[src/rtl/life_pkg.sv]
// Shared types and sizing helpers for the life board and its LED scanner.
package life_pkg;

    localparam int DEF_ROWS = 16;
    localparam int DEF_COLS = 16;

    typedef enum logic [1:0] {IDLE, LOAD, SCAN, GAP} scan_state_t;

    // Width of a down-counter that holds len-1 for the longer of the two phases.
    function automatic int cnt_width(input int dwell, input int blank);
        int longest;
        longest = (dwell > blank) ? dwell : blank;
        return (longest < 2) ? 1 : $clog2(longest);
    endfunction

endpackage

[src/rtl/board_scanner_scan_timer.sv]
// Loadable down-counter; expired is high on the last cycle of a len-cycle interval.
module scan_timer #(
    parameter int W = 4
) (
    input  logic         Clock,
    input  logic         Reset,
    input  logic         start,
    input  logic [W:0]   len,
    output logic         expired
);

    logic [W-1:0] cnt_reg;

    always_ff @(posedge Clock) begin
        if (Reset) begin
            cnt_reg <= '0;
        end else if (start) begin
            cnt_reg <= W'(len - (W+1)'(1));
        end else if (cnt_reg != '0) begin
            cnt_reg <= cnt_reg - W'(1);
        end
    end

    assign expired = (cnt_reg == '0);

endmodule

[src/rtl/board_scanner.sv]
// Snapshots the life board each frame and scans it row by row onto an LED matrix.
// Optional blinking cursor overlay is built when CURSOR_BLINK_EN is defined.
module board_scanner
    import life_pkg::*;
#(
    parameter int ROWS         = DEF_ROWS,
    parameter int COLS         = DEF_COLS,
    parameter int DWELL        = 2048,
    parameter int BLANK        = 4,
    parameter int BLINK_FRAMES = 8
) (
    input  logic                  Clock,
    input  logic                  Reset,
    input  logic [ROWS*COLS-1:0]  board,
    input  logic                  enable,
`ifdef CURSOR_BLINK_EN
    input  logic [$clog2(ROWS)-1:0]                 CursorRow,
    input  logic [(COLS > 1 ? $clog2(COLS) : 1)-1:0] CursorCol,
`endif
    output logic [ROWS-1:0]       RowSel,
    output logic [COLS-1:0]       ColData,
    output logic                  frame_start,
    output logic                  frame_done,
    output logic                  busy
);

    localparam int ROW_W = $clog2(ROWS);
    localparam int CNT_W = cnt_width(DWELL, BLANK);
    localparam logic [CNT_W:0]     DWELL_LEN = (CNT_W+1)'(DWELL);
    localparam logic [CNT_W:0]     BLANK_LEN = (CNT_W+1)'(BLANK);
    localparam logic [ROW_W-1:0]   LAST_ROW  = ROW_W'(ROWS - 1);

    scan_state_t               state_reg, state_next;
    logic [ROW_W-1:0]          row_reg, row_next;
    logic [ROWS-1:0][COLS-1:0] snap_reg;
    logic                      timer_start;
    logic [CNT_W:0]            timer_len;
    logic                      timer_expired;
    logic                      last_gap;
    logic [COLS-1:0]           cursor_mask;

    scan_timer #(.W(CNT_W)) u_timer (
        .Clock   (Clock),
        .Reset   (Reset),
        .start   (timer_start),
        .len     (timer_len),
        .expired (timer_expired)
    );

    always_ff @(posedge Clock) begin
        if (Reset) begin
            state_reg <= IDLE;
            row_reg   <= '0;
            snap_reg  <= '0;
        end else begin
            state_reg <= state_next;
            row_reg   <= row_next;
            if (state_reg == LOAD) begin
                snap_reg <= board;
            end
        end
    end

    // The timer is restarted on every entry into SCAN or GAP.
    always_comb begin
        state_next  = state_reg;
        row_next    = row_reg;
        timer_start = 1'b0;
        timer_len   = DWELL_LEN;
        case (state_reg)
            IDLE: begin
                if (enable) begin
                    state_next = LOAD;
                end
            end
            LOAD: begin
                row_next    = '0;
                state_next  = SCAN;
                timer_start = 1'b1;
                timer_len   = DWELL_LEN;
            end
            SCAN: begin
                if (timer_expired) begin
                    state_next  = GAP;
                    timer_start = 1'b1;
                    timer_len   = BLANK_LEN;
                end
            end
            GAP: begin
                if (timer_expired) begin
                    if (row_reg != LAST_ROW) begin
                        row_next    = row_reg + ROW_W'(1);
                        state_next  = SCAN;
                        timer_start = 1'b1;
                        timer_len   = DWELL_LEN;
                    end else begin
                        state_next = enable ? LOAD : IDLE;
                    end
                end
            end
            default: state_next = IDLE;
        endcase
    end

    assign last_gap    = (state_reg == GAP) && timer_expired && (row_reg == LAST_ROW);
    assign frame_done  = last_gap;
    assign frame_start = (state_reg == LOAD);
    assign busy        = (state_reg != IDLE);

    for (genvar gi = 0; gi < ROWS; gi++) begin : g_row_decode
        assign RowSel[gi] = (state_reg == SCAN) && (row_reg == ROW_W'(gi));
    end

    assign ColData = (state_reg == SCAN) ? (snap_reg[row_reg] ^ cursor_mask) : '0;

`ifdef CURSOR_BLINK_EN
    localparam int COL_W  = (COLS > 1) ? $clog2(COLS) : 1;
    localparam int FCNT_W = (BLINK_FRAMES > 1) ? $clog2(BLINK_FRAMES) : 1;

    logic [FCNT_W-1:0] frame_cnt_reg;
    logic              blink_phase_reg;
    logic [ROW_W-1:0]  cur_row_reg;
    logic [COL_W-1:0]  cur_col_reg;

    always_ff @(posedge Clock) begin
        if (Reset) begin
            frame_cnt_reg   <= '0;
            blink_phase_reg <= 1'b0;
            cur_row_reg     <= '0;
            cur_col_reg     <= '0;
        end else begin
            if (state_reg == LOAD) begin
                cur_row_reg <= CursorRow;
                cur_col_reg <= CursorCol;
            end
            if (last_gap) begin
                if (frame_cnt_reg == FCNT_W'(BLINK_FRAMES - 1)) begin
                    frame_cnt_reg   <= '0;
                    blink_phase_reg <= ~blink_phase_reg;
                end else begin
                    frame_cnt_reg <= frame_cnt_reg + FCNT_W'(1);
                end
            end
        end
    end

    for (genvar gi = 0; gi < COLS; gi++) begin : g_cursor_decode
        assign cursor_mask[gi] = blink_phase_reg && (row_reg == cur_row_reg)
                                 && (cur_col_reg == COL_W'(gi));
    end
`else
    assign cursor_mask = '0;
`endif

endmodule

[config.mk]
export PLATFORM = sky130hd
export DESIGN_NAME = board_scanner
export DESIGN_NICKNAME = d
export VERILOG_FILES = /design/src/rtl/life_pkg.sv /design/src/rtl/board_scanner_scan_timer.sv /design/src/rtl/board_scanner.sv
export SDC_FILE = /design/constraint.sdc
export NUM_CORES = 1
export LEC_CHECK = 0
export BUFFER_PORTS_ARGS = -buffer_cell sky130_fd_sc_hd__buf_4
export CORE_MARGIN = 4
export CORE_UTILIZATION = 58
export CTS_CLUSTER_DIAMETER = 30
export DETAILED_ROUTE_END_ITERATION = 8
export PLACE_DENSITY = 0.86
export SLEW_MARGIN = 20
export SYNTH_ARGS = -nofsm -noshare
export SYNTH_HDL_FRONTEND = slang
export SYNTH_SLANG_ARGS = --single-unit
export TNS_END_PERCENT = 30
[constraint.sdc]
create_clock -name Clock -period 5.19 [get_ports Clock]
set_input_delay 0.7785 -clock Clock [delete_from_list [all_inputs] [get_ports Clock]]
set_output_delay 0.7785 -clock Clock [all_outputs]
set_load 0.03 [all_outputs]
Word-level counts from Yosys, hierarchy flattened
Index checks and enable logic that the tools add are counted.
- order comparisons: 1
- div/mod/pow operators: 0
- add/sub/neg operators: 3
- reductions and logical operators: 27
- muxes and demuxes: 20
- shifts and indexed selects: 0
- bitwise logic cells: 0
- equality and inequality tests: 23
- multiply operators: 0
- operators with widths (cell ; count):
    16-bit binary-select mux with 4-bit select ; 1
    11-bit two-way mux ; 3
    4-bit == test, second input constant ; 8
    16-bit two-way mux ; 2
    11-bit by 1-bit subtractor with 11-bit output, second input constant ; 2
    1-bit logical AND ; 18
    4-bit by 3-bit == test with 1-bit output, second input constant ; 4
    11-bit zero test ; 1
    11-bit nonzero test ; 1
    4-bit by 2-bit == test with 1-bit output, second input constant ; 2
    2-bit two-way mux ; 4
    4-bit two-way mux ; 2
    2-bit inequality test, second input constant ; 4
    2-bit case mux with 4 select lines ; 1
    4-bit case mux with 2 select lines ; 1
    3-bit AND reduction ; 2
    2-bit nonzero test ; 3
    4-bit by 5-bit less-than comparator with 1-bit output, second input constant ; 1
    4-bit by 1-bit adder with 4-bit output, second input constant ; 1
    2-bit == test, second input constant ; 2
    4-bit by 1-bit == test with 1-bit output, second input constant ; 1
    4-bit zero test ; 1
    1-bit two-way mux ; 4
    4-bit inequality test, second input constant ; 1
    4 further kinds ; 4
- latch bits: 0
- flip-flop bits (word level): 273
- memories: 0
- memory bits (read-only): 0
- bits in writable memories: 0
- logic and storage cells: 93

Logic depth before layout (Yosys ltp)
Gate-level depths: netlist of the first run.
- depth after elaboration: 5
- gate-level depth with buffers: 11
- mapped depth without buffers: 7

Hierarchy
A second synthesis of the first run with hierarchy kept.
- cell total of the unflattened synthesis: 1525
- area, all modules: 12285.5 µm²
- by module, submodules not included (module ; cells an instance ; area each (µm²) ; times used):
    board_scanner ; 1450 ; 11581.1 ; 1
    scan_timer ; 75 ; 704.4 ; 1

Worst setup path after synthesis of the first run
Ideal clock, no wire load.
- kind: register to output
- from: register row_reg[1]
- to: output ColData[10]
- path slack: 2.374 ns
- arrival: 2.038 ns
- cell stages (with the launch flop): 6
- data required time: 4.411 ns
- cells stage by stage: dfxtp_1 -> buf_2 -> buf_1 -> mux4_2 -> mux4_2 -> and2_1
- cells in the longest elaborated chain, start to end: 3
- ends and longest elaborated chain (what ; RTL line ; RTL):
    from (decl) ; board_scanner.sv:34 ; logic [ROW_W-1:0] row_reg, row_next;
    from (signal assigned) ; board_scanner.sv:57 ; row_reg <= row_next;
    16-bit binary-select mux with 4-bit select ; board_scanner.sv:114 ; assign ColData = (state_reg == SCAN) ? (snap_reg[row_reg] ^ cursor_mask) : '0;
    16-bit two-way mux (not written as such) ; board_scanner.sv:114 ;
    16-bit two-way mux ; board_scanner.sv:114 ;
    to (decl) ; board_scanner.sv:21 ; output logic [COLS-1:0] ColData,
Every way passes these cells. The select of a mux whose other input is x is not followed.

Final worst setup path of the first run
- from: register row_reg[0]
- to: output ColData[7]
Same word-level chain as after synthesis.

==> summary.txt, run 1 <==
Floorplan
  • Ports: 294
  • Die ar.: 0.0228 mm^2
  • Row count: 52
  • Total core area: 0.0202 mm^2
  • Starting Density: 58.8%
  • Die H: 151 um
  • Die width: 151 um

Final layout
  • Area Overhead vs Synth: 31.4%
  • Final Cell Area: 0.0156 mm^2
  • Largest register FFs: 256
  • Share of layout cells above drive strength 1: 28.3%
  • Diodes inserted: 0
  • Final net count: 1883

Clock network
  • Hold buffer count at CTS: 0
  • H-tree Lvls: 2
  • Clk slew on worst S/H paths: 0.06 ns
  • Cts bufs inserted: 44
  • Post-CTS Setup Bufs: 0
  • TritonCTS Sinks: 273
  • CTS tree: built
  • Post-cts sizing count: 0
  • Root Buffer: clkbuf_16
  • Worst-Skew Late Latency: 0.53 ns
  • Clk buf depth: 3

Worst setup path
  • Delay-heaviest family, CP: multiplexers
  • CP max-delay cell: dfxtp_4
  • Crit path arrival time: 3.23 ns
  • CP bufs+invs: 2
  • CP endpoint kind: output pin
  • CP Cell Sequence: buf_4 -> mux4_2 -> mux4_2 -> and2_1 -> buf_4
  • CP max FO: 42
  • Critical path class: reg -> out
  • CP max stage delay: 0.86 ns
  • Worst Setup Start Kind: register
  • CP required: 4.41 ns

STA
  • Fin crit period: 4.01 ns
  • Endpoints failing hold: 0
  • Slew headroom: 26.8%
  • Final period util: 77.3%
  • Fmax: 0.249 GHz
  • Fin Setup TNS: 0 ns
  • RSZ-0062 raised after global routing: no
  • Worst Tran Pin Value: 1.10 ns
  • Slew Viols, Final: 0
  • Final Skew: 0.00825 ns
  • Final Worst Setup Slack: 1.18 ns
  • # setup viols final: 0

Place
  • Post-DP HPWL: 28500 um
  • Placer Congestion: 1.07
  • Port Buffer Count: 293
  • Post-DP Area: 0.0140 mm^2
  • DP Worst Slack: 1.75 ns

Route
  • Routed vias: 11600
  • Routed WL: 41900 um
  • Antenna-violating nets left: 0
  • Vias per std cell: 6.04
  • DRC violation count after routing: 0
  • Wire per inst: 21.8 um
  • First-pass iteration count of the detailed router: 7
  • Initial DRC Count: 1323

GRT
  • Largest net degree at the start of global routing: 164
  • GRT overflow: 0
  • First-pass GRT wire length: 61300 um
  • Vias in the first global route: 11000
  • Global route hottest layer: met2
  • Met2 usage: 56.9%
  • GRT Total Usage: 35.6%
  • Met1 Use GR: 42.9%
  • Initial antenna violation count: 0
  • M3 GR Usage: 9.10%

Synth
  • Seq/Total Area, Yosys: 46.1%
  • Synth Instances: 1381
  • Async S/R FF share, synth: 0%
  • Main synth FF type: dfxtp_1
  • Post-synth net total: 1645
  • Average size of a mapped cell: 8.58 um^2
  • Unique masters post-synth: 43
  • Post-Syn Area: 0.0119 mm^2
  • #FFs+latches synth: 273
  • Post-synth EDFFs: 0
  • Synthesis warning total: 0

Power and ir drop
  • Total power: 6.60 mW
  • Leak: 5.98 nW
  • P per Cell Area: 424 mW/mm^2
  • Worst VDD drop: 243 uV

Hold path
  • Hold WC Path Type: reg -> reg

Run status
  • Outcome: complete, no violations

Run
  • Maxcap violations: 0
[Yosys cell counts (all sizes together), types with 3 or more instances]
| library cell | number | share of area, % |
|---|---|---|
| nor4 | 3 | 0.34 |
| o21ai | 9 | 0.41 |
| a21oi | 268 | 11 |
| inv | 11 | 0.35 |
| mux4 | 80 | 15 |
| nand2 | 527 | 17 |
| clkbuf | 57 | 1.8 |
| nand3 | 5 | 0.21 |
| and3 | 4 | 0.25 |
| ha | 5 | 0.53 |
| and2 | 17 | 0.90 |
| dfxtp | 273 | 46 |
| or3 | 4 | 0.21 |
| nor2 | 23 | 0.73 |
| a31oi | 3 | 0.29 |
| buf | 55 | 2.4 |
| nand2b | 5 | 0.26 |
| nor3 | 10 | 0.42 |
[power breakdown]
| part | total (mW) | internal, mW | switching (mW) | leakage, nW |
|---|---|---|---|---|
| combinational | 1.07 | 0.481 | 0.587 | 3.01 |
| sequential | 2.49 | 2.28 | 0.202 | 2.23 |
| clock | 3.05 | 1.98 | 1.07 | 0.748 |
[cells by family after synthesis]
| kind of cell | after synthesis | synth area share [%] |
|---|---|---|
| adder cells (fa/ha/maj) | 5 | 0.528 |
| multiplexers | 80 | 15.3 |
| AND/OR/NAND/NOR | 603 | 20.3 |
| buffers and inverters | 123 | 4.53 |
| XOR/XNOR | 3 | 0.222 |
| flip-flops | 273 | 46.1 |
| AO/OA/AOI/OAI | 294 | 13.0 |
[final timing paths]
path	start	endpoint	slack, ns	depth (start not counted)
hold / removal	snap_reg[111]	snap_reg[111]	0.45	2
hold reg to reg	snap_reg[111]	snap_reg[111]	0.45	2
setup reg to reg	state_reg[0]	snap_reg[192]	2.02	5
setup / recovery	row_reg[0]	ColData[7]	1.18	5
[placed cells by master (no fill, tap or decap), types with 8 or more instances in the layout]
master | Yosys | layout
nor2_1 | 23 | 23
clkbuf_16 | 0 | 45
inv_1 | 11 | 10
nand2_1 | 527 | 527
o21ai_0 | 8 | 8
mux4_2 | 78 | 78
nor3_1 | 10 | 10
and2_1 | 17 | 17
a21oi_1 | 268 | 268
dfxtp_1 | 273 | 271
clkbuf_8 | 0 | 10
buf_4 | 0 | 301
[tightest hold or removal path: stages (launching register included)]
cell	delay, ns
dfxtp_1	0.30
nand2_1	0.05
a21oi_1	0.05
[stage by stage]
stage	cells	utilization (%)	hold WS [ns]
2_1_floorplan	1381	-	0.432
3_3_place_gp	1843	69.5	0.439
3_5_place_dp	1843	69.5	0.443
4_1_cts	1921	77.2	0.451
5_1_grt	1921	77.2	0.470
6_report	1921	77.2	0.452
[layout make-up]
cell class	instances	area (um^2)
flip-flops and latches	273	5470
fillers	1334	4600
clock buffers	57	1260
multi-input cells	985	5860
well taps	270	338
repair buffers	304	2300
clock inverters	21	290
inverters	11	46.3
[routing by layer]
metal	share of wire, %	wire length [um]	up-vias
met5	0	0	-
met4	7.6	3200	0
met3	12	4840	187
met2	46	19400	806
met1	35	14500	5463
li1	-	-	5155
(Power assumes the default switching activity.)
==> inputs of run 2 (changes only) <==
CORE_UTILIZATION = 48   (was 58)
PLACE_DENSITY = 0.76   (was 0.86)
clock period = 3.3 ns   (was 5.19 ns; I/O delays follow)
==> run 2 against run 1 <==
  * Setup slack worse by 1.0 ns
  * Combinational power up 62%
  * Critical endpoint is now ColData[2]
  * Highest routed layer unchanged
  * First-iteration DRC count up 21%
  * Sequential share of layout area down 1.1 points
==> summary.txt, run 2 (same netlist as run 1, synthesis figures left out) <==
GRT
  • Global route hottest layer: met2 (unchanged)
  • M3 GR Usage: 7.27% (was 9.10%)
  • Met1 Use GR: 39.3% (was 42.9%)
  • GRT overflow: 0 (unchanged)
  • Vias in the first global route: 11000 (about the same)
  • Largest net degree at the start of global routing: 206 (was 164)
  • First-pass GRT wire length: 62200 um (was 61300 um)
  • Met2 usage: 46.5% (was 56.9%)
  • GRT Total Usage: 30.2% (was 35.6%)
  • Initial antenna violation count: 0 (unchanged)

Run
  • Maxcap violations: 0 (unchanged)

Clock network
  • CTS tree: built (unchanged)
  • TritonCTS Sinks: 273 (unchanged)
  • Clk buf depth: 3 (unchanged)
  • H-tree Lvls: 2 (unchanged)
  • Cts bufs inserted: 51 (was 44)
  • Root Buffer: clkbuf_16 (unchanged)
  • Worst-Skew Late Latency: 0.55 ns (was 0.53 ns)
  • Hold buffer count at CTS: 0 (unchanged)
  • Clk slew on worst S/H paths: 0.05 ns (was 0.06 ns)

Floorplan
  • Die ar.: 0.0273 mm^2 (was 0.0228 mm^2)
  • Die width: 165 um (was 151 um)
  • Die H: 165 um (was 151 um)
  • Ports: 294 (unchanged)
  • Row count: 57 (was 52)
  • Starting Density: 48.7% (was 58.8%)
  • Total core area: 0.0243 mm^2 (was 0.0202 mm^2)

Worst setup path
  • Worst Setup Start Kind: register (unchanged)
  • CP max FO: 19 (was 42)
  • Critical path class: reg -> out (unchanged)
  • Crit path arrival time: 2.62 ns (was 3.23 ns)
  • CP required: 2.80 ns (was 4.41 ns)
  • CP endpoint kind: output pin (unchanged)

Route
  • Wire per inst: 21.2 um (was 21.8 um)
  • Initial DRC Count: 1600 (was 1323)
  • Antenna-violating nets left: 0 (unchanged)
  • DRC violation count after routing: 0 (unchanged)
  • First-pass iteration count of the detailed router: 6 (was 7)
  • Routed WL: 42400 um (was 41900 um)
  • Routed vias: 11500 (was 11600)
  • Vias per std cell: 5.75 (was 6.04)

STA
  • RSZ-0062 raised after global routing: no (unchanged)
  • # setup viols final: 0 (unchanged)
  • Slew Viols, Final: 0 (unchanged)
  • Endpoints failing hold: 0 (unchanged)
  • Final period util: 94.5%
  • Slew headroom: 39.4% (was 26.8%)
  • Hold slack: 0.192 ns (was 0.452 ns)
  • Worst Tran Pin Value: 0.909 ns (was 1.10 ns)
  • Fin Setup TNS: 0 ns (unchanged)
  • Fin crit period: 3.12 ns
  • Final Skew: 0.0112 ns (was 0.00825 ns)
  • Fmax: 0.321 GHz

Power and ir drop
  • Comb pwr share: 15.6% (was 16.2%)
  • Worst VDD drop: 566 uV (was 243 uV)
  • Seq pwr share: 35.1% (was 37.7%)
  • Clock network power share: 49.3% (was 46.2%)
  • P_sw: 3.04 mW (was 1.85 mW)
  • P per Cell Area: 689 mW/mm^2 (was 424 mW/mm^2)
  • Int Pwr: 8.04 mW (was 4.74 mW)
  • Sw Share: 27.4% (was 28.1%)
  • Total power: 11.1 mW (was 6.60 mW)
  • Leak: 6.19 nW (was 5.98 nW)

Place
  • Placer Congestion: 0.942 (was 1.07)
  • Post-DP HPWL: 30800 um (was 28500 um)
  • Port Buffer Count: 293 (unchanged)

Final layout
  • Final net count: 1901 (was 1883)
  • Diodes inserted: 0 (unchanged)
  • Filler cell count: 1903 (was 1334)
  • Area Overhead vs Synth: 35.7% (was 31.4%)
  • Share of layout cells above drive strength 1: 29.4% (was 28.3%)
  • Largest register FFs: 256 (unchanged)
  • Commonest non-fill, non-tap cell in the layout: nand2_1 (unchanged)
  • Commonest non-fill, non-tap cells in the layout: nand2_1 (527), buf_4 (305), dfxtp_1 (271), a21oi_1 (268), mux4_2 (78) (was nand2_1 (527), buf_4 (301), dfxtp_1 (271), a21oi_1 (268), mux4_2 (78))

Run status
  • Outcome: complete, no violations (unchanged)

Hold path
  • Hold WC Path Type: in -> reg (was reg -> reg)
-- run 2: changes by cell type in the layout (fill, tap and decap cells not counted), sizes merged --
cell,change
clkinvlp,+4
clkbuf,+3
buf,+11
inv,+2
bufinv,+4
clkinv,+4
-- run 2: final cells by class --
| cell class | instances | area (um^2) | share of cell area, % |
|---|---|---|---|
| clock buffers | 60 | 1350 | 8.39 |
| clock inverters | 35 | 472 | 2.93 |
| inverters | 11 | 48.8 | 0.303 |
| multi-input cells | 985 | 5860 | 36.4 |
| flip-flops and latches | 273 | 5470 | 34.0 |
| well taps | 324 | 405 | 2.52 |
| repair buffers | 315 | 2480 | 15.4 |
-- run 2: per-stage QoR --
step           std cells  setup slack (ns)  util, %  instance area [um^2]
2_1_floorplan       1381             0.767        -                 11900
3_3_place_gp        1904             0.589     58.4                 14200
3_5_place_dp        1904             0.514     58.4                 14200
4_1_cts             2000            0.0105     66.0                 16100
5_1_grt             2003            0.0876     66.2                 16100
6_report            2003             0.183     66.2                 16100
-- run 2: path summary, 6_finish.rpt --
check / slack, ns / depth (start not counted) / endpoint / start
worst max-delay path: 0.18 / 5 / ColData[2] / row_reg[1]
worst max register to register: 1.03 / 5 / snap_reg[204] / state_reg[0]
worst min-delay path: 0.19 / 3 / snap_reg[36] / board[36]
worst min register to register: 0.45 / 2 / snap_reg[239] / snap_reg[239]
-- run 2: repair_timing --
action | CTS | global route
endpoints found under the setup margin | 9 | 10
resized for setup | 0 | 1
setup buffers | 1 | 3
-- run 2: layer usage --
layer,wire length (um),vias up
met4,2500,0
li1,-,5197
met1,16000,5510
met3,4580,127
met5,0,-
met2,19300,692
-- run 2: worst max-delay path: stages, from the launching register on --
cell and delay [ns]:
dfxtp_4 0.60, buf_6 0.27, mux4_2 0.34, mux4_2 0.46, and2_1 0.21, buf_4 0.18
-- run 2: power by group through the flow --
stage	combinational, mW	clock (mW)	sequential [mW]
after floorplan	1.19	0	3.79
after global placement	1.64	0	3.94
after detailed placement	1.68	0	3.94
after CTS	1.69	5.48	3.88
after global routing	1.90	5.67	3.90
final	1.73	5.47	3.89
